### config.mk
export PLATFORM = sky130hd
export DESIGN_NAME = fft_pipe_sequencer
export DESIGN_NICKNAME = d
export VERILOG_FILES = /design/src/rtl/fft_pipe_sequencer_pkg.sv /design/src/rtl/fft_pipe_sequencer_seq_tag_delay.sv /design/src/rtl/fft_pipe_sequencer.sv
export SDC_FILE = /design/constraint.sdc
export NUM_CORES = 1
export LEC_CHECK = 0
export ABC_AREA = 1
export BUFFER_PORTS_ARGS = -buffer_cell sky130_fd_sc_hd__buf_2
export CAP_MARGIN = 20
export CELL_PAD_IN_SITES_DETAIL_PLACEMENT = 1
export CELL_PAD_IN_SITES_GLOBAL_PLACEMENT = 1
export CORE_AREA = 2 2 104 106
export DETAILED_ROUTE_END_ITERATION = 7
export DIE_AREA = 0 0 106 108
export PLACE_DENSITY_LB_ADDON = 0.1
export SLEW_MARGIN = 10
export SYNTH_ARGS = -nofsm -noshare
export SYNTH_HDL_FRONTEND = slang
export SYNTH_SLANG_ARGS = --single-unit
export TNS_END_PERCENT = 5
### constraint.sdc
create_clock -name clk -period 1.2 [get_ports clk]
set_clock_uncertainty 0.2 [all_clocks]
set_input_delay 0.06 -clock clk [delete_from_list [all_inputs] [get_ports clk]]
set_output_delay 0.06 -clock clk [all_outputs]
set_load 0.01 [all_outputs]
### src/rtl/fft_pipe_sequencer_pkg.sv
// Shared constants and latency helpers for the FFT pipeline frame sequencer.
package fft_pipe_sequencer_pkg;

    // Tag carried alongside every beat through the pipeline delay line.
    localparam int TAG_W     = 4;
    localparam int TAG_V     = 0;
    localparam int TAG_SOF   = 1;
    localparam int TAG_EOF   = 2;
    localparam int TAG_ABORT = 3;

    typedef logic [TAG_W-1:0] tag_t;

    typedef enum logic {
        ST_IDLE = 1'b0,
        ST_RUN  = 1'b1
    } seq_state_e;

    // Smallest r with 2^r >= v.
    function automatic int clog2(input int v);
        int r;
        r = 0;
        while ((1 << r) < v) r++;
        return r;
    endfunction

    // Input-to-output latency of the whole pipeline: every butterfly plus
    // the sum of commutator depths 2^0 .. 2^(nstage-1).
    function automatic int total_lat(input int nstage, input int bf_lat);
        return (nstage + 1) * bf_lat + (1 << nstage) - 1;
    endfunction

    // Cycle at which a beat reaches commutator k: k+1 butterflies plus the
    // depths of commutators 0 .. k-1.
    function automatic int stage_off(input int k, input int bf_lat);
        return (k + 1) * bf_lat + (1 << k) - 1;
    endfunction

endpackage

### src/rtl/fft_pipe_sequencer_seq_tag_delay.sv
// Tag delay line mirroring pipeline latency, with per-commutator sof taps.
module seq_tag_delay
    import fft_pipe_sequencer_pkg::*;
#(
    parameter int LEN    = 25,
    parameter int NSTAGE = 4,
    parameter int BF_LAT = 2
) (
    input  logic              clk_i,
    input  logic              rst_i,
    input  tag_t              tag_i,
    output tag_t              tag_o,
    output logic [NSTAGE-1:0] sof_tap_o
);

    // sr_q[j] holds the tag injected j cycles ago.
    logic [LEN:1][TAG_W-1:0] sr_q;

    // Shift one position every cycle; reset flushes all in-flight tags.
    always_ff @(posedge clk_i) begin
        if (rst_i) sr_q <= '0;
        else       sr_q <= {sr_q[LEN-1:1], tag_i};
    end

    assign tag_o = sr_q[LEN];

    for (genvar k = 0; k < NSTAGE; k++) begin : g_tap
        localparam int OFF = stage_off(k, BF_LAT);
        assign sof_tap_o[k] = sr_q[OFF][TAG_SOF];
    end

endmodule

### src/rtl/fft_pipe_sequencer.sv
// Frame controller for the streaming 4-lane FFT: framing, commutator starts,
// done-echo checking and output-aligned frame markers.
module fft_pipe_sequencer
    import fft_pipe_sequencer_pkg::*;
#(
    parameter int NBEATS = 16,
    parameter int NSTAGE = 4,
    parameter int BF_LAT = 2
) (
    input  logic              clk,
    input  logic              reset,
    input  logic              in_valid,
    input  logic              in_sof,
    output logic              in_ready,
    output logic [NSTAGE-1:0] stage_start,
    input  logic [NSTAGE-1:0] stage_done,
    output logic              out_valid,
    output logic              out_sof,
    output logic              out_eof,
    output logic              out_abort,
    output logic              sync_err,
    output logic [15:0]       frame_cnt
);

    localparam int CNT_W = (clog2(NBEATS) < 1) ? 1 : clog2(NBEATS);
    localparam int LEN   = total_lat(NSTAGE, BF_LAT);
    localparam logic [CNT_W-1:0] LAST = CNT_W'(NBEATS - 1);

    seq_state_e        state_q, state_d;
    logic [CNT_W-1:0]  cnt_q, cnt_d;
    tag_t              tag_inj, tag_out;
    logic [NSTAGE-1:0] done_bad;
    logic              sync_err_q;
    logic [15:0]       frame_cnt_q;

    // The pipeline never stalls.
    assign in_ready = 1'b1;

    // Decode the incoming beat into a tag and the next framing state.
    // Any sof seen while a frame is open truncates it: abort rides on the
    // same tag as the new sof.
    always_comb begin
        tag_inj = '0;
        state_d = state_q;
        cnt_d   = cnt_q;
        unique case (state_q)
            ST_IDLE: begin
                if (in_valid && in_sof) begin
                    tag_inj[TAG_V]   = 1'b1;
                    tag_inj[TAG_SOF] = 1'b1;
                    state_d          = ST_RUN;
                    cnt_d            = CNT_W'(1);
                end
            end
            ST_RUN: begin
                if (!in_valid) begin
                    tag_inj[TAG_ABORT] = 1'b1;
                    state_d            = ST_IDLE;
                    cnt_d              = '0;
                end else if (in_sof) begin
                    tag_inj[TAG_V]     = 1'b1;
                    tag_inj[TAG_SOF]   = 1'b1;
                    tag_inj[TAG_ABORT] = 1'b1;
                    cnt_d              = CNT_W'(1);
                end else begin
                    tag_inj[TAG_V] = 1'b1;
                    if (cnt_q == LAST) begin
                        tag_inj[TAG_EOF] = 1'b1;
                        state_d          = ST_IDLE;
                        cnt_d            = '0;
                    end else begin
                        cnt_d = cnt_q + CNT_W'(1);
                    end
                end
            end
            default: begin
                state_d = ST_IDLE;
                cnt_d   = '0;
            end
        endcase
    end

    // Framing state and beat counter.
    always_ff @(posedge clk) begin
        if (reset) begin
            state_q <= ST_IDLE;
            cnt_q   <= '0;
        end else begin
            state_q <= state_d;
            cnt_q   <= cnt_d;
        end
    end

    seq_tag_delay #(
        .LEN    (LEN),
        .NSTAGE (NSTAGE),
        .BF_LAT (BF_LAT)
    ) u_delay (
        .clk_i     (clk),
        .rst_i     (reset),
        .tag_i     (tag_inj),
        .tag_o     (tag_out),
        .sof_tap_o (stage_start)
    );

    assign out_valid = tag_out[TAG_V];
    assign out_sof   = tag_out[TAG_SOF];
    assign out_eof   = tag_out[TAG_EOF];
    assign out_abort = tag_out[TAG_ABORT];

    // Each commutator must echo done exactly two cycles after its start.
    for (genvar k = 0; k < NSTAGE; k++) begin : g_chk
        logic [1:0] exp_q;
        // Two-deep history of this stage's start pulse.
        always_ff @(posedge clk) begin
            if (reset) exp_q <= '0;
            else       exp_q <= {exp_q[0], stage_start[k]};
        end
        assign done_bad[k] = stage_done[k] ^ exp_q[1];
    end

    // Sticky sync error and completed-frame counter.
    always_ff @(posedge clk) begin
        if (reset) begin
            sync_err_q  <= 1'b0;
            frame_cnt_q <= '0;
        end else begin
            sync_err_q <= sync_err_q | (|done_bad);
            if (out_eof) frame_cnt_q <= frame_cnt_q + 16'd1;
        end
    end

    assign sync_err  = sync_err_q;
    assign frame_cnt = frame_cnt_q;

endmodule

==> out/qor.yml <==
ys_seq_area_frac: 0.617
pre_cts_ws_ps: -227
syn_inst: 479
cts_tree: "built"
peakVddDrop_v: 0.000676
drt_wl_total_microns: 7860
grt_pass1_vias: 3089
detailed_place_hpwl_microns: 4760
post-route-period-util: 1.18
postPlaceCellArea_sq_mm: 0.00446
finalMaxSlewViolations: 0
failed_checks: "negative setup slack"
cts_root_buf: "clkbuf_8"
layout_commonest_cell: "nor2_1"
status: "finished with violations"
cp-start-kind: "flip-flop"
grt_pass1_wl_microns: 13700
overflow: 0
pin_count: 34
syn_area_sq_mm: 0.00396
cts.sinks: 122
io_buffers: 32
final_area_sq_mm: 0.00546
setup_viol_count_final: 30
cp.required_ps: 940
p_total_w: 0.00941
num-fill-cells: 1214
vias: 2977
ys_warn_count: 0
antenna_cells: 0
grt_usage: 0.153
antenna_left: 0
avgSynthCellArea_sq_um: 8.26
fp.dieW_microns: 106
holdCritPathClass: "primary input to flip-flop"
viasPerCell: 4.22
path_max_fanout: 2
synth_nets: 489
synth_cell_types: 27
die_area_sq_mm: 0.0114
hold_violations: 0
cts_buffers: 17
area_growth_pct: 38.0
period_needed_ps: 1420
dr.first_iter.drc_count: 89
mostFrequentLayoutCells: "nor2_1 (121), inv_1 (113), dfxtp_1 (98)"
path_clk_slew_ps: 60
clkLatencyLatePin_ps: 500
regToRegSetupSlack_ps: -200
fin_ws_ps: -221
rows: 37
drt-pass1-iter-count: 4
place.gp.congestion: 0.756
rsz0062_at_grt: "yes"
final.setup.tns_ps: -3720
clock.fmax_mhz: 704
power-per-cell-area_mw_per_mm2: 1720
routedWlPerCell_microns: 11.2
start_util: 0.387
crit_arrival_ps: 1160
nets: 566
core_sq_mm: 0.0102
ys_ff_latch: 122
dieHeight_microns: 108
antenna_found_initial: 0
cts_max_level: 4
drive_gt1_frac: 0.267
p_leak_nw: 2.25
clock_path_buffers: 2
grt_max_degree: 31
critPathCaptureType: "output pin"
cap_violations: 0
drc: 0
crit_type: "flip-flop to output pin"
## through the flow
step / hold WS [ps] / std cells / util
after floorplan: -62.1 / 479 / -
after global placement: 90.9 / 660 / 0.436
after detailed placement: 90.7 / 660 / 0.436
after CTS: 88.2 / 701 / 0.524
after global routing: 102 / 705 / 0.534
final: 127 / 705 / 0.534
## logic make-up (layout without fill, tap and decap cells)
family / Yosys count / count (layout) / share of synthesized area
DFF: 122 / 122 / 0.617
AOI/OAI and AO/OA: 22 / 22 / 0.0313
xor gates and xnor gates: 3 / 3 / 0.00664
adders and majority gates: 2 / 2 / 0.00632
other: 1 / 1 / 0.000948
buffers and inverters: 133 / 223 / 0.133
and+or+nand+nor: 196 / 196 / 0.205
## worst paths after layout
check                              start                              end  depth (start not counted)
max           frame_cnt[11]$_SDFFE_PP0P_                    frame_cnt[11]                          3
min reg2reg  u_delay.sr_q[29]$_SDFF_PP0_  u_delay.sof_tap_o[2]$_SDFF_PP0_                          2
min                               in_sof       u_delay.sr_q[2]$_SDFF_PP0_                          3
max reg2reg    frame_cnt[0]$_SDFFE_PP0P_       frame_cnt[10]$_SDFFE_PP0P_                          6
## flip-flops by register name, summed over array words and instances (netlist names)
| register | flops |
|---|---|
| cnt_q | 4 |
| frame_cnt | 16 |
| g_chk.exp_q | 4 |
| state_q | 1 |
| sync_err | 1 |
| u_delay.sof_tap_o | 4 |
| u_delay.sr_q | 88 |
| u_delay.tag_o | 4 |
## power by group
group          internal [W]  switching, W
Clock               0.00337       0.00180
Combinational     0.0000684      0.000111
Sequential          0.00405    0.00000940
Total               0.00749       0.00192
## cell type report
cell class,instances,area [sq um],share of cell area
Sequential cell,122,2490,0.456
Multi-Input combinational cell,224,1080,0.198
Timing Repair Buffer,77,676,0.124
Clock buffer,20,457,0.0836
Inverter,114,428,0.0783
Tap cell,136,170,0.0311
Clock inverter,12,160,0.0293
## timing repair
item / CTS / global route
hold endpoints to repair: 115 / 0
setup buffers: 2 / 4
pin swaps: 4 / 9
hold buffers: 7 / 0
gates resized for setup: 57 / 19
endpoints found under the setup margin: 41 / 44
## layer usage
| layer | track usage | vias up | share of wire | wire length, microns |
|---|---|---|---|---|
| li1 | - | 1530 | - | - |
| met2 | 0.266 | 30 | 0.52 | 4070 |
| met5 | 0 | - | 0 | 0 |
| met3 | 0.0506 | 4 | 0.028 | 222 |
| met4 | 0.0592 | 0 | 0.0089 | 70 |
| met1 | 0.175 | 1413 | 0.44 | 3500 |
## critical path, stage by stage, from the launching register on
cell	delay, ps
dfxtp_2	330
buf_6	110
buf_6	100
buf_6	110
## synth_stat cells, drive strengths merged
cell type	instances	area (sq um)
clkbuf	4	15.0
inv	114	428
dfxtp	122	2440
nand3	9	45.0
o21a	1	7.51
a211oi	1	7.51
and3	1	6.26
a21oi	13	68.8
conb	1	3.75
ha	2	25.0
nor3	3	15.0
o21bai	1	7.51
buf	15	82.6
nor4	1	6.26
nand2	46	185
nor2	131	522
xor2	3	26.3
nand4	5	31.3
o21ai	5	25.0
a22oi	1	7.51
(Power assumes the default switching activity.)
